`config.mk`:
```
export PLATFORM = sky130hd
export DESIGN_NAME = ps2_rx
export DESIGN_NICKNAME = d
export VERILOG_FILES = /design/src/rtl/ps2_rx.sv
export SDC_FILE = /design/constraint.sdc
export NUM_CORES = 1
export LEC_CHECK = 0
export CORE_UTILIZATION = 30
export CTS_CLUSTER_DIAMETER = 200
export DETAILED_ROUTE_END_ITERATION = 8
export PLACE_DENSITY = 0.5
export SLEW_MARGIN = 20
export SYNTH_ARGS = -nofsm -noshare
export SYNTH_HDL_FRONTEND = slang
export SYNTH_SLANG_ARGS = --single-unit
export TNS_END_PERCENT = 30
```
`constraint.sdc`:
```
create_clock -name clk -period 2.03 [get_ports clk]
set_input_delay 0.406 -clock clk [delete_from_list [all_inputs] [get_ports clk]]
set_output_delay 0.406 -clock clk [all_outputs]
set_load 0.01 [all_outputs]
```
`src/rtl/ps2_rx.sv`:
```
`timescale 1ns/1ps
`default_nettype none
// +--------------------------------------------------------------------------+
// | ps2_rx : PS/2 device-to-host receiver (sync, clock deglitch, 11-bit       |
// |          frame check). Optional make/break tracker under PS2_EXTKEY_EN.   |
// | Revision: 1.0                                                            |
// +--------------------------------------------------------------------------+
module ps2_rx #(
  parameter int CLK_HZ     = 32000000,
  parameter int FILTER_LEN = 8,
  parameter int TIMEOUT_US = 2000
) (
  input  logic       clk,
  input  logic       reset,
  input  logic       ps2_clk,
  input  logic       ps2_data,
  output logic [7:0] rx_data,
  output logic       rx_valid,
  output logic       rx_error,
  output logic       busy,
  output logic [7:0] key_code,
  output logic       key_release,
  output logic       key_extended,
  output logic       key_valid
);

  localparam int c_TIMEOUT_CYC = (CLK_HZ / 1000000) * TIMEOUT_US;
  localparam int c_TMO_W       = $clog2(c_TIMEOUT_CYC + 1);
  localparam logic [c_TMO_W-1:0] c_TMO_LIMIT = c_TMO_W'(c_TIMEOUT_CYC);

  typedef enum logic [1:0] {
    S_IDLE   = 2'd0,
    S_DATA   = 2'd1,
    S_PARITY = 2'd2,
    S_STOP   = 2'd3
  } state_t;

  logic                  r_clk_meta, r_clk_sync;
  logic                  r_data_meta, r_data_sync;
  logic [FILTER_LEN-1:0] r_filt_sh;
  logic                  r_filt_clk;
  state_t                r_state, w_state_nxt;
  logic [2:0]            r_bitcnt, w_bitcnt_nxt;
  logic [7:0]            r_shift, w_shift_nxt;
  logic                  r_parity, w_parity_nxt;
  logic [7:0]            r_rx_data, w_data_nxt;
  logic                  r_rx_valid, w_valid_nxt;
  logic                  r_rx_error, w_error_nxt;
  logic [c_TMO_W-1:0]    r_tmo_cnt;
  logic                  w_fall;
  logic                  w_tmo;

  always_ff @(posedge clk or posedge reset) begin
    if (reset) begin
      r_clk_meta  <= 1'b1;
      r_clk_sync  <= 1'b1;
      r_data_meta <= 1'b1;
      r_data_sync <= 1'b1;
      r_filt_sh   <= '1;
      r_filt_clk  <= 1'b1;
    end else begin
      r_clk_meta  <= ps2_clk;
      r_clk_sync  <= r_clk_meta;
      r_data_meta <= ps2_data;
      r_data_sync <= r_data_meta;
      r_filt_sh   <= {r_filt_sh[FILTER_LEN-2:0], r_clk_sync};
      if (~|r_filt_sh)
        r_filt_clk <= 1'b0;
      else if (&r_filt_sh)
        r_filt_clk <= 1'b1;
    end
  end

  // Falling edge of the filtered clock, seen one cycle before r_filt_clk drops.
  assign w_fall = r_filt_clk & ~|r_filt_sh;
  assign w_tmo  = (r_state != S_IDLE) && (r_tmo_cnt == c_TMO_LIMIT);

  always_comb begin
    w_state_nxt  = r_state;
    w_bitcnt_nxt = r_bitcnt;
    w_shift_nxt  = r_shift;
    w_parity_nxt = r_parity;
    w_data_nxt   = r_rx_data;
    w_valid_nxt  = 1'b0;
    w_error_nxt  = 1'b0;
    if (w_fall) begin
      case (r_state)
        S_IDLE: begin
          if (!r_data_sync) begin
            w_state_nxt  = S_DATA;
            w_bitcnt_nxt = 3'd0;
          end
        end
        S_DATA: begin
          w_shift_nxt  = {r_data_sync, r_shift[7:1]};
          w_bitcnt_nxt = r_bitcnt + 3'd1;
          if (r_bitcnt == 3'd7)
            w_state_nxt = S_PARITY;
        end
        S_PARITY: begin
          w_parity_nxt = r_data_sync;
          w_state_nxt  = S_STOP;
        end
        S_STOP: begin
          w_state_nxt = S_IDLE;
          if (r_data_sync && (^{r_shift, r_parity})) begin
            w_valid_nxt = 1'b1;
            w_data_nxt  = r_shift;
          end else begin
            w_error_nxt = 1'b1;
          end
        end
        default: w_state_nxt = S_IDLE;
      endcase
    end else if (w_tmo) begin
      w_state_nxt = S_IDLE;
      w_error_nxt = 1'b1;
    end
  end

  always_ff @(posedge clk or posedge reset) begin
    if (reset) begin
      r_state    <= S_IDLE;
      r_bitcnt   <= 3'd0;
      r_shift    <= 8'h00;
      r_parity   <= 1'b0;
      r_rx_data  <= 8'h00;
      r_rx_valid <= 1'b0;
      r_rx_error <= 1'b0;
    end else begin
      r_state    <= w_state_nxt;
      r_bitcnt   <= w_bitcnt_nxt;
      r_shift    <= w_shift_nxt;
      r_parity   <= w_parity_nxt;
      r_rx_data  <= w_data_nxt;
      r_rx_valid <= w_valid_nxt;
      r_rx_error <= w_error_nxt;
    end
  end

  // Inter-edge watchdog; saturates so a stuck line can never wrap it.
  always_ff @(posedge clk or posedge reset) begin
    if (reset)
      r_tmo_cnt <= '0;
    else if (w_fall || (r_state == S_IDLE))
      r_tmo_cnt <= '0;
    else if (r_tmo_cnt != c_TMO_LIMIT)
      r_tmo_cnt <= r_tmo_cnt + c_TMO_W'(1);
  end

  assign rx_data  = r_rx_data;
  assign rx_valid = r_rx_valid;
  assign rx_error = r_rx_error;
  assign busy     = (r_state != S_IDLE);

`ifdef PS2_EXTKEY_EN
  logic       r_ext, r_rel;
  logic [7:0] r_key_code;
  logic       r_key_release, r_key_extended, r_key_valid;

  always_ff @(posedge clk or posedge reset) begin
    if (reset) begin
      r_ext          <= 1'b0;
      r_rel          <= 1'b0;
      r_key_code     <= 8'h00;
      r_key_release  <= 1'b0;
      r_key_extended <= 1'b0;
      r_key_valid    <= 1'b0;
    end else begin
      r_key_valid <= 1'b0;
      if (r_rx_error) begin
        r_ext <= 1'b0;
        r_rel <= 1'b0;
      end else if (r_rx_valid) begin
        if (r_rx_data == 8'hE0)
          r_ext <= 1'b1;
        else if (r_rx_data == 8'hF0)
          r_rel <= 1'b1;
        else begin
          r_key_code     <= r_rx_data;
          r_key_extended <= r_ext;
          r_key_release  <= r_rel;
          r_key_valid    <= 1'b1;
          r_ext          <= 1'b0;
          r_rel          <= 1'b0;
        end
      end
    end
  end

  assign key_code     = r_key_code;
  assign key_release  = r_key_release;
  assign key_extended = r_key_extended;
  assign key_valid    = r_key_valid;
`else
  assign key_code     = 8'h00;
  assign key_release  = 1'b0;
  assign key_extended = 1'b0;
  assign key_valid    = 1'b0;
`endif

endmodule
`default_nettype wire

```
# Word level (Yosys, flattened, before mapping)
# Cells that the tools add are included.
dict set report word_totals {
  in_bits 4
  output_inout_bits 22
  regBits 53
  elab_cells 62
}
dict set report classes {
  n_bitwise 1
  eq_ne 10
  n_reduce_logical 17
  add_sub_neg 2
  mux 18
}
# operator count
set ops {}
lappend ops {{$mux W16} 2}
lappend ops {{$add A16 B1 Y16 const B} 1}
lappend ops {{$eq A16 B16 Y1 const B} 1}
lappend ops {{$ne A16 B16 Y1 const B} 1}
lappend ops {{$mux W1} 9}
lappend ops {{$reduce_and A3 Y1} 3}
lappend ops {{$reduce_xor A9 Y1} 1}
lappend ops {{$mux W2} 4}
lappend ops {{$pmux W2 S4} 1}
lappend ops {{$reduce_and A8 Y1} 1}
lappend ops {{$reduce_bool A2 Y1} 4}
lappend ops {{$reduce_or A8 Y1} 1}
lappend ops {{$ne A3 B3 Y1 const B} 2}
lappend ops {{$pmux W3 S2} 1}
lappend ops {{$eq A2 B2 Y1 const B} 2}
lappend ops {{$reduce_and A2 Y1} 2}
lappend ops {{$add A3 B1 Y3 const B} 1}
lappend ops {{$eq A3 B3 Y1 const B} 1}
lappend ops {{$mux W3} 1}
lappend ops {{$eq A2 B1 Y1 const B} 1}
lappend ops {{$logic_and A1 B1 Y1} 2}
lappend ops {{$logic_not A2 Y1} 1}
lappend ops {{$ne A2 B1 Y1 const B} 1}
lappend ops {{$ne A2 B2 Y1 const B} 1}
lappend ops {{other kinds (3)} 3}

# Longest topological paths before layout
# Gate-level depths: netlist of run 1.
dict set report depth {
  ltp_word 5
  mapped_depth 7
  ltp_nobuf 7
}

# Least setup slack after synthesis of run 1
# No wires, ideal clock.
dict set report synth_path {
  path_kind {reg2reg}
  start {register r_filt_sh[5]}
  end {register r_shift[0]}
  t_arrival_ns 1.715
  slack_ns 0.190
  period_less_slack_ns 1.840
  required_ns 1.905
  path_stages_with_launch 7
  cell_sequence {dfstp_2 > nor4_1 > and3_1 > buf_4 > and2_1 > buf_4 > mux2_2}
}
dict set report synth_between {
  elab_chain_len 4
}
# element line
set synth_rtl {}
lappend synth_rtl {{start: declaration} 40} ;# logic [FILTER_LEN-1:0] r_filt_sh;
lappend synth_rtl {{start signal: assignment} 66} ;# r_filt_sh <= {r_filt_sh[FILTER_LEN-2:0], r_clk_sync};
lappend synth_rtl {{$reduce_or A8 Y1} 75} ;# assign w_fall = r_filt_clk & ~|r_filt_sh;
lappend synth_rtl {{$logic_not A1 Y1} 75}
lappend synth_rtl {{$and A1 B1 Y1} 75}
lappend synth_rtl {{$reduce_and A2 Y1 (no line)} -}
lappend synth_rtl {{end signal: assignment} 133} ;# r_shift <= w_shift_nxt;
lappend synth_rtl {{end: declaration} 44} ;# logic [7:0] r_shift, w_shift_nxt;
# Every way passes these cells.
# A chain may end at the register's enable or synchronous reset.

# Final worst setup path of run 1
dict set report layout_path {
  start {register r_shift[3]}
  end {register r_rx_data[2] (netlist: rx_data[2])}
}
dict set report layout_between {
  elab_chain_len 3
}
# element line
set layout_rtl {}
lappend layout_rtl {{$reduce_xor A9 Y1} 106} ;# if (r_data_sync && (^{r_shift, r_parity})) begin
lappend layout_rtl {{$logic_and A1 B1 Y1} 106}
lappend layout_rtl {{$reduce_and A3 Y1 (no line)} -}
lappend layout_rtl {{end signal: assignment} 135} ;# r_rx_data <= w_data_nxt;
lappend layout_rtl {{end: declaration} 46} ;# logic [7:0] r_rx_data, w_data_nxt;
# Every way passes these cells.

==> results of run 1 <==
[routing by layer]
metal,vias to the layer above,part of all wire [%],global-route usage (%)
met1,757,50,15.1
met4,0,0.83,3.46
met5,-,0,0
met3,2,2.2,2.71
met2,15,47,17.1
li1,768,-,-
[cells by family (layout without fill, tap and decap cells)]
logic type,count (synthesis),after routing,share of synthesized area (%)
other,1,11,0.151
buffers and inverters,24,42,5.65
XOR/XNOR,19,19,7.57
adder cells (fa/ha/maj),9,9,4.54
multiplexers,18,18,8.12
AO/OA/AOI/OAI,18,18,4.29
AND/OR/NAND/NOR,71,71,15.5
flip-flops,53,53,54.1
[per-stage QoR]
stage	setup WS (ps)	cells
finish	111	343
global placement	68.7	332
global route	4.26	343
CTS	17.3	342
detailed placement	35.7	332
floorplan	190	223
[cells in the final DEF, fill, tap and decap left out, types with 2 or more instances in the layout]
cell type | netlist | layout
sky130_fd_sc_hd__ha_1 | 9 | 9
sky130_fd_sc_hd__nand4b_1 | 2 | 2
sky130_fd_sc_hd__nand2_1 | 10 | 10
sky130_fd_sc_hd__a21oi_1 | 6 | 6
sky130_fd_sc_hd__and2_1 | 2 | 2
sky130_fd_sc_hd__and3_1 | 3 | 3
sky130_fd_sc_hd__clkdlybuf4s50_1 | 0 | 13
sky130_fd_sc_hd__mux2_2 | 17 | 17
sky130_fd_sc_hd__nor4b_1 | 2 | 2
sky130_fd_sc_hd__inv_1 | 9 | 8
sky130_fd_sc_hd__nor3_1 | 4 | 4
sky130_fd_sc_hd__clkbuf_8 | 0 | 5
sky130_fd_sc_hd__buf_12 | 0 | 2
sky130_fd_sc_hd__nand3_1 | 10 | 10
sky130_fd_sc_hd__dfrtp_1 | 40 | 40
sky130_fd_sc_hd__nor3b_1 | 2 | 2
sky130_fd_sc_hd__xnor2_1 | 12 | 12
sky130_fd_sc_hd__buf_4 | 13 | 9
sky130_fd_sc_hd__dfstp_2 | 13 | 13
sky130_fd_sc_hd__a31oi_1 | 2 | 2
sky130_fd_sc_hd__o21ai_0 | 5 | 5
sky130_fd_sc_hd__conb_1 | 1 | 11
sky130_fd_sc_hd__xor2_1 | 5 | 5
sky130_fd_sc_hd__or3_1 | 3 | 3
sky130_fd_sc_hd__nor2b_1 | 2 | 2
sky130_fd_sc_hd__nand4_1 | 6 | 6
sky130_fd_sc_hd__nor4_1 | 2 | 2
sky130_fd_sc_hd__nor2_1 | 19 | 19
[power groups by stage]
stage	Sequential [mW]	Combinational [mW]	Clock [mW]
4_1_cts	1.10	0.0564	0.734
3_5_place_dp	1.11	0.0563	0
5_1_grt	1.10	0.0630	0.758
6_report	1.09	0.0541	0.701
2_1_floorplan	1.11	0.0523	0
3_3_place_gp	1.11	0.0554	0
[timing repair]
action                                  in CTS  in global routing
gates resized for setup                      1                  0
endpoints found under the setup margin       1                  8
setup buffers                                2                  1
pin swaps                                    0                  1
[path summary, 6_finish.rpt]
kind | cells after the start | start | slack (ps) | endpoint
max in group asynchronous | 3 | reset | 1270 | r_data_sync$_DFF_PP1_
hold / removal | 0 | r_clk_meta$_DFF_PP1_ | 350 | r_clk_sync$_DFF_PP1_
setup reg to reg | 5 | r_shift[3]$_DFFE_PP0P_ | 110 | rx_data[2]$_DFFE_PP0P_
setup / recovery | 5 | r_shift[3]$_DFFE_PP0P_ | 110 | rx_data[2]$_DFFE_PP0P_
hold reg to reg | 0 | r_clk_meta$_DFF_PP1_ | 350 | r_clk_sync$_DFF_PP1_
min in group asynchronous | 3 | reset | 470 | r_state[1]$_DFFE_PP0P_
[cell type report]
cell class / count / share of cell area, %
flip-flops and latches: 53 / 46.4
multi-input cells: 146 / 35.8
repair buffers: 25 / 8.52
well taps: 102 / 4.41
clock buffers: 6 / 2.51
clock inverters: 2 / 1.17
inverters: 9 / 1.17
[sequential cells by signal, summed over array words and instances, names as in the netlist]
register / cells
r_data_sync: 1
r_shift: 8
r_clk_sync: 1
r_parity: 1
rx_error: 1
rx_data: 8
r_data_meta: 1
rx_valid: 1
r_tmo_cnt: 16
r_filt_clk: 1
r_state: 2
r_bitcnt: 3
r_filt_sh: 8
r_clk_meta: 1
[worst register-to-register path, cell delays in order (launching register included)]
cell and delay, ps:
sky130_fd_sc_hd__dfrtp_1 420, sky130_fd_sc_hd__xnor2_1 180, sky130_fd_sc_hd__xnor3_1 450, sky130_fd_sc_hd__xnor2_2 210, sky130_fd_sc_hd__nand4_4 220, sky130_fd_sc_hd__mux2_2 330
==> results.txt, run 1 <==
----------------------------------------------------
[Status]
  Status ... finished clean

[Worst setup path]
  Required time worst endpoint ... 2220 ps
  Kind of launch point of the worst setup path ... register
  Critical Path Max Stage Delay ... 450 ps
  Slowest stage cell on the critical path ... sky130_fd_sc_hd__xnor3_1
  Setup crit end kind ... register
  Startpoint-to-endpoint class of the critical path ... reg2reg
  Family with the most delay on the worst path ... XOR/XNOR gates
  Worst path cell trace ... xnor2_1 -> xnor3_1 -> xnor2_2 -> nand4_4 -> mux2_2
  Worst path arrival time ... 2110 ps
  Peak fanout along the critical path ... 8
  Crit path buf inv count ... 0

[STA]
  Clock tree skew after final layout ... 8.26 ps
  Final slew viol count ... 0
  Final period utilization ... 94.5%
  Final setup violating endpoints ... 0
  RSZ-0062 raised after global routing ... no
  Number of endpoints with negative hold slack in the final report ... 0
  FMAX ... 0.521 GHz
  Worst hold slack across all endpoints ... 354 ps
  Final TNS setup ... 0 ps
  Minimum clock period after layout ... 1920 ps

[Pwr]
  Combinational power share ... 2.9%
  Sequential power share ... 59.2%
  Sw frac ... 20.9%
  Overall power consumption ... 1.85 mW
  Net switching power of the design ... 0.387 mW
  Internal power ... 1.46 mW
  LEAKAGE ... 1.26 nW
  Proportion of power drawn by the clock network ... 37.9%
  Power density normalized to cell area ... 640 nW/um^2
  Worst ir drop on vdd ... 285 uV

[Global route]
  Vias in the first global route ... 1509
  Number of antenna violations at the first check in global routing ... 0
  Pin count of the biggest net entering global routing ... 54
  Gr usage total ... 11.0%
  Remaining global-route overflow ... 0
  First-pass GRT wire length ... 7380 um

[CTS]
  Total clock buffers created by CTS ... 5
  Clk root buf ... sky130_fd_sc_hd__clkbuf_8
  H-tree level count ... 2
  Cts-stage hold buffer count ... 0
  Clock network latency to the later pin of the worst-skew pair ... 300 ps
  Buffers from clock root to sink, at most ... 2
  TritonCTS clock tree ... built
  CTS clk-pin slew, worst paths ... 100 ps
  Number of sinks on the clock net ... 53

[Detailed routing]
  Drt drc ... 0
  Via count normalized by instance count ... 4.50
  First-pass iteration count of the detailed router ... 4
  Final wirelength ... 4360 um
  Iteration-0 DRC Markers ... 43
  Number of nets with antenna violations after detailed routing ... 0
  Total number of vias ... 1542
  Detail-routed net length per standard cell ... 12.7 um

[Place]
  IO Port Bufs ... 14
  Total placed instance area ... 2760 sq um
  DPL Wire Length ... 2910 um
  Gp weighted congestion ... 0.703

[Floorplanning]
  Area of the core ... 7850 sq um
  Total I/O pin count ... 26
  Effective utilization at floorplan ... 31.6%
  Die Span Y ... 92.9 um
  Die Outline Area ... 8630 sq um
  Width of the die ... 92.9 um
  Row count ... 32

[Finish]
  Area of the multi-input gates ... 1030 sq um
  Fill cell count ... 807
  Number of nets in the layout ... 253
  Finished Core Util ... 36.8%
  Synthesis-to-finish area growth ... 16.6%
  Share of cells above drive strength 1 ... 20.7%
  Register area ... 1340 sq um
  Post-route cell area ... 2890 sq um
  Number of antenna repair diodes ... 0

[Synthesis]
  Most used flip-flop cell after synthesis ... sky130_fd_sc_hd__dfrtp_1
  Count of synthesis-stage warnings from yosys ... 0
  Most area-consuming cells after synthesis ... sky130_fd_sc_hd__dfrtp_1, sky130_fd_sc_hd__dfstp_2, sky130_fd_sc_hd__mux2_2
  Netlist cell types ... 39
  EDFF count, synth ... 0
  Synth area leader ... sky130_fd_sc_hd__dfrtp_1
  Top cell type's share of synthesized area ... 40.4%
  Synth async-reset ratio ... 100%
  Netlist Area Pre-Place ... 2480 sq um
  Mapped Cells ... 213
  Most repeated cell in the gate-level netlist after synthesis ... sky130_fd_sc_hd__dfrtp_1
  Sequential element share of the synthesized area ... 54.1%
  Most numerous cell types in the synthesized netlist ... sky130_fd_sc_hd__dfrtp_1, sky130_fd_sc_hd__nor2_1, sky130_fd_sc_hd__mux2_2
  Register bit total from synthesis ... 53
  Synthesized area per cell ... 11.6 sq um

[Worst hold path]
  Hold crit path type ... reg2reg

[Job]
  Max-Cap Viols ... 0

----------------------------------------------------
No activity file was read; power rests on OpenSTA's default activity.
==> run 2: changes to the inputs <==
PLACE_DENSITY = 0.51   (was 0.5)
clock period = 1.6 ns   (was 2.03 ns; I/O delays follow)
==> run 2 against run 1 <==
  * The run now ends with negative setup slack left
  * Clock-buffer cell count unchanged
  * Final cell count up 10%
  * Setup slack worse by 350 ps
  * Fmax up 4.2%
  * Global-route usage up 1.1 points
  * Clock skew up 1.8 ps
  * Sequential share of layout area down 5.1 points
  * Via count up 7.9%
  * Clock power up 9.6%
  * Register-to-register slack worse by 350 ps
  * Critical path type unchanged
  * Largest power group unchanged
==> results.txt, run 2 (synthesized netlist as in run 1, its figures left out) <==
----------------------------------------------------
[STA]
  Final setup violating endpoints ... 21
  Final period utilization ... 115%
  Number of endpoints with negative hold slack in the final report ... 0
  FMAX ... 0.543 GHz
  Clock tree skew after final layout ... 10.1 ps
  Final slew viol count ... 0
  RSZ-0062 raised after global routing ... yes
  Minimum clock period after layout ... 1840 ps
  Setup WS post-layout ... -240 ps
  Worst hold slack across all endpoints ... 279 ps

[CTS]
  Buffers from clock root to sink, at most ... 2
  Clock network latency to the later pin of the worst-skew pair ... 320 ps
  H-tree level count ... 2
  Clk root buf ... sky130_fd_sc_hd__clkbuf_8
  CTS clk-pin slew, worst paths ... 100 ps
  Total clock buffers created by CTS ... 5
  Number of sinks on the clock net ... 53
  TritonCTS clock tree ... built

[Place]
  IO Port Bufs ... 14
  Placed cell count ... 369
  Total placed instance area ... 3100 sq um
  DP Worst Slack ... -235 ps
  DPL Wire Length ... 3280 um
  Gp weighted congestion ... 0.757

[Job]
  Max-Cap Viols ... 0

[Global route]
  First-pass GRT wire length ... 8150 um
  Number of antenna violations at the first check in global routing ... 0
  Remaining global-route overflow ... 0
  Pin count of the biggest net entering global routing ... 24
  Gr usage total ... 12.1%
  Vias in the first global route ... 1761

[Finish]
  Biggest register ... r_tmo_cnt
  Number of nets in the layout ... 288
  Number of antenna repair diodes ... 0
  Share of cells above drive strength 1 ... 35.9%
  Leading cell type in the layout, fill and taps excluded ... sky130_fd_sc_hd__buf_4
  Highest-count cells in the layout ignoring fill and taps ... sky130_fd_sc_hd__buf_4, sky130_fd_sc_hd__dfrtp_1, sky130_fd_sc_hd__nor2_1, sky130_fd_sc_hd__clkdlybuf4s50_1, sky130_fd_sc_hd__dfstp_2
  Synthesis-to-finish area growth ... 31.0%
  Largest register FFs ... 16
  Fill cell count ... 780
  Post-route cell area ... 3250 sq um
  Non-filler cells in the finished layout ... 378

[Pwr]
  Combinational power share ... 4.1%
  Proportion of power drawn by the clock network ... 34.1%
  Overall power consumption ... 2.25 mW
  Sequential power share ... 61.8%
  Sw frac ... 23.5%
  Net switching power of the design ... 0.530 mW
  Internal power ... 1.72 mW
  Power density normalized to cell area ... 693 nW/um^2
  LEAKAGE ... 1.49 nW
  Worst ir drop on vdd ... 276 uV

[Worst setup path]
  Critical Path Max Stage Delay ... 450 ps
  Worst path cell trace ... xnor2_1 -> xnor3_1 -> xnor2_2 -> nand4_4 -> mux2_2
  Depth of the worst register-to-register path ... 5
  Required time worst endpoint ... 1800 ps
  Startpoint of the worst register-to-register path ... r_shift[5]$_DFFE_PP0P_
  Peak fanout along the critical path ... 8
  Setup crit end kind ... register
  Capturing point of the worst reg2reg path ... rx_data[1]$_DFFE_PP0P_
  Setup slack on the worst flop-to-flop path ... -240 ps
  Worst path arrival time ... 2040 ps
  Startpoint-to-endpoint class of the critical path ... reg2reg
  Kind of launch point of the worst setup path ... register
  Slowest stage cell on the critical path ... sky130_fd_sc_hd__xnor3_1

[Floorplanning]
  Width of the die ... 92.9 um
  Total I/O pin count ... 26
  Area of the core ... 7850 sq um
  Row count ... 32
  Effective utilization at floorplan ... 31.6%
  Die Outline Area ... 8630 sq um
  Die Span Y ... 92.9 um

[Detailed routing]
  Drt drc ... 0
  Final wirelength ... 4520 um
  Number of nets with antenna violations after detailed routing ... 0
  Via count normalized by instance count ... 4.40
  Detail-routed net length per standard cell ... 12.0 um
  Iteration-0 DRC Markers ... 43
  First-pass iteration count of the detailed router ... 4
  Total number of vias ... 1664

[Status]
  Status ... finished, violations left
  Failing checks ... negative setup slack

[Worst hold path]
  Hold crit path type ... in2async

----------------------------------------------------
run 2: per-stage QoR:
step           util, %  TNS [ps]
2_1_floorplan        -     -2010
3_3_place_gp      39.5     -2760
3_5_place_dp      39.5     -2900
4_1_cts           41.1     -2870
5_1_grt           41.4     -5110
6_report          41.4     -2410
run 2: power by group through the flow:
stage | registers (mW) | clock network [mW] | logic, mW
floorplan | 1.41 | 0 | 0.0681
global placement | 1.42 | 0 | 0.0948
detailed placement | 1.42 | 0 | 0.0960
CTS | 1.39 | 0.810 | 0.0954
global route | 1.39 | 0.858 | 0.107
finish | 1.39 | 0.768 | 0.0923
run 2: worst max-delay path by stage:
stage                                  start                endpoint  slack (ps)  cells after the start
CTS                   r_shift[5]$_DFFE_PP0P_  rx_data[3]$_DFFE_PP0P_        -270                      5
floorplan             r_shift[5]$_DFFE_PP0P_  rx_data[0]$_DFFE_PP0P_        -160                      5
finish                r_shift[5]$_DFFE_PP0P_  rx_data[1]$_DFFE_PP0P_        -240                      5
detailed placement    r_shift[5]$_DFFE_PP0P_  rx_data[7]$_DFFE_PP0P_        -240                      5
global route          r_shift[5]$_DFFE_PP0P_  rx_data[2]$_DFFE_PP0P_        -350                      5
global placement    r_tmo_cnt[7]$_DFFE_PP0P_      rx_error$_DFF_PP0_        -220                      5
run 2: cell type report:
cell class / instances / area, sq um / share of cell area, %
sequential: 53 / 1340 / 41.3
multi-input combinational: 146 / 1140 / 35.0
timing repair buffer: 60 / 522 / 16.1
tap: 102 / 128 / 3.93
clock buffer: 6 / 72.6 / 2.23
inverter: 9 / 33.8 / 1.04
clock inverter: 2 / 13.8 / 0.424
run 2: repair_timing:
item	4_1_cts	5_1_grt
resized for setup	9	8
hold endpoints to repair	0	0
buffers inserted	1	0
cloned	0	0
pin swaps	5	1
hold buffers	0	0
endpoints found under the setup margin	24	29
run 2: metal layers:
layer / global-route usage [%] / vias up / routed length (um)
met5: 0 / - / 0
met4: 5.38 / 0 / 91
met3: 2.46 / 7 / 136
met2: 18.8 / 23 / 2040
met1: 16.2 / 804 / 2260
li1: - / 830 / -
run 2: worst max-delay path, delay by kind of cell (launching register included):
kind | cells | cell delay (ps)
flip-flops | 1 | 400
AND/OR/NAND/NOR | 1 | 190
multiplexers | 1 | 310
XOR/XNOR | 3 | 820
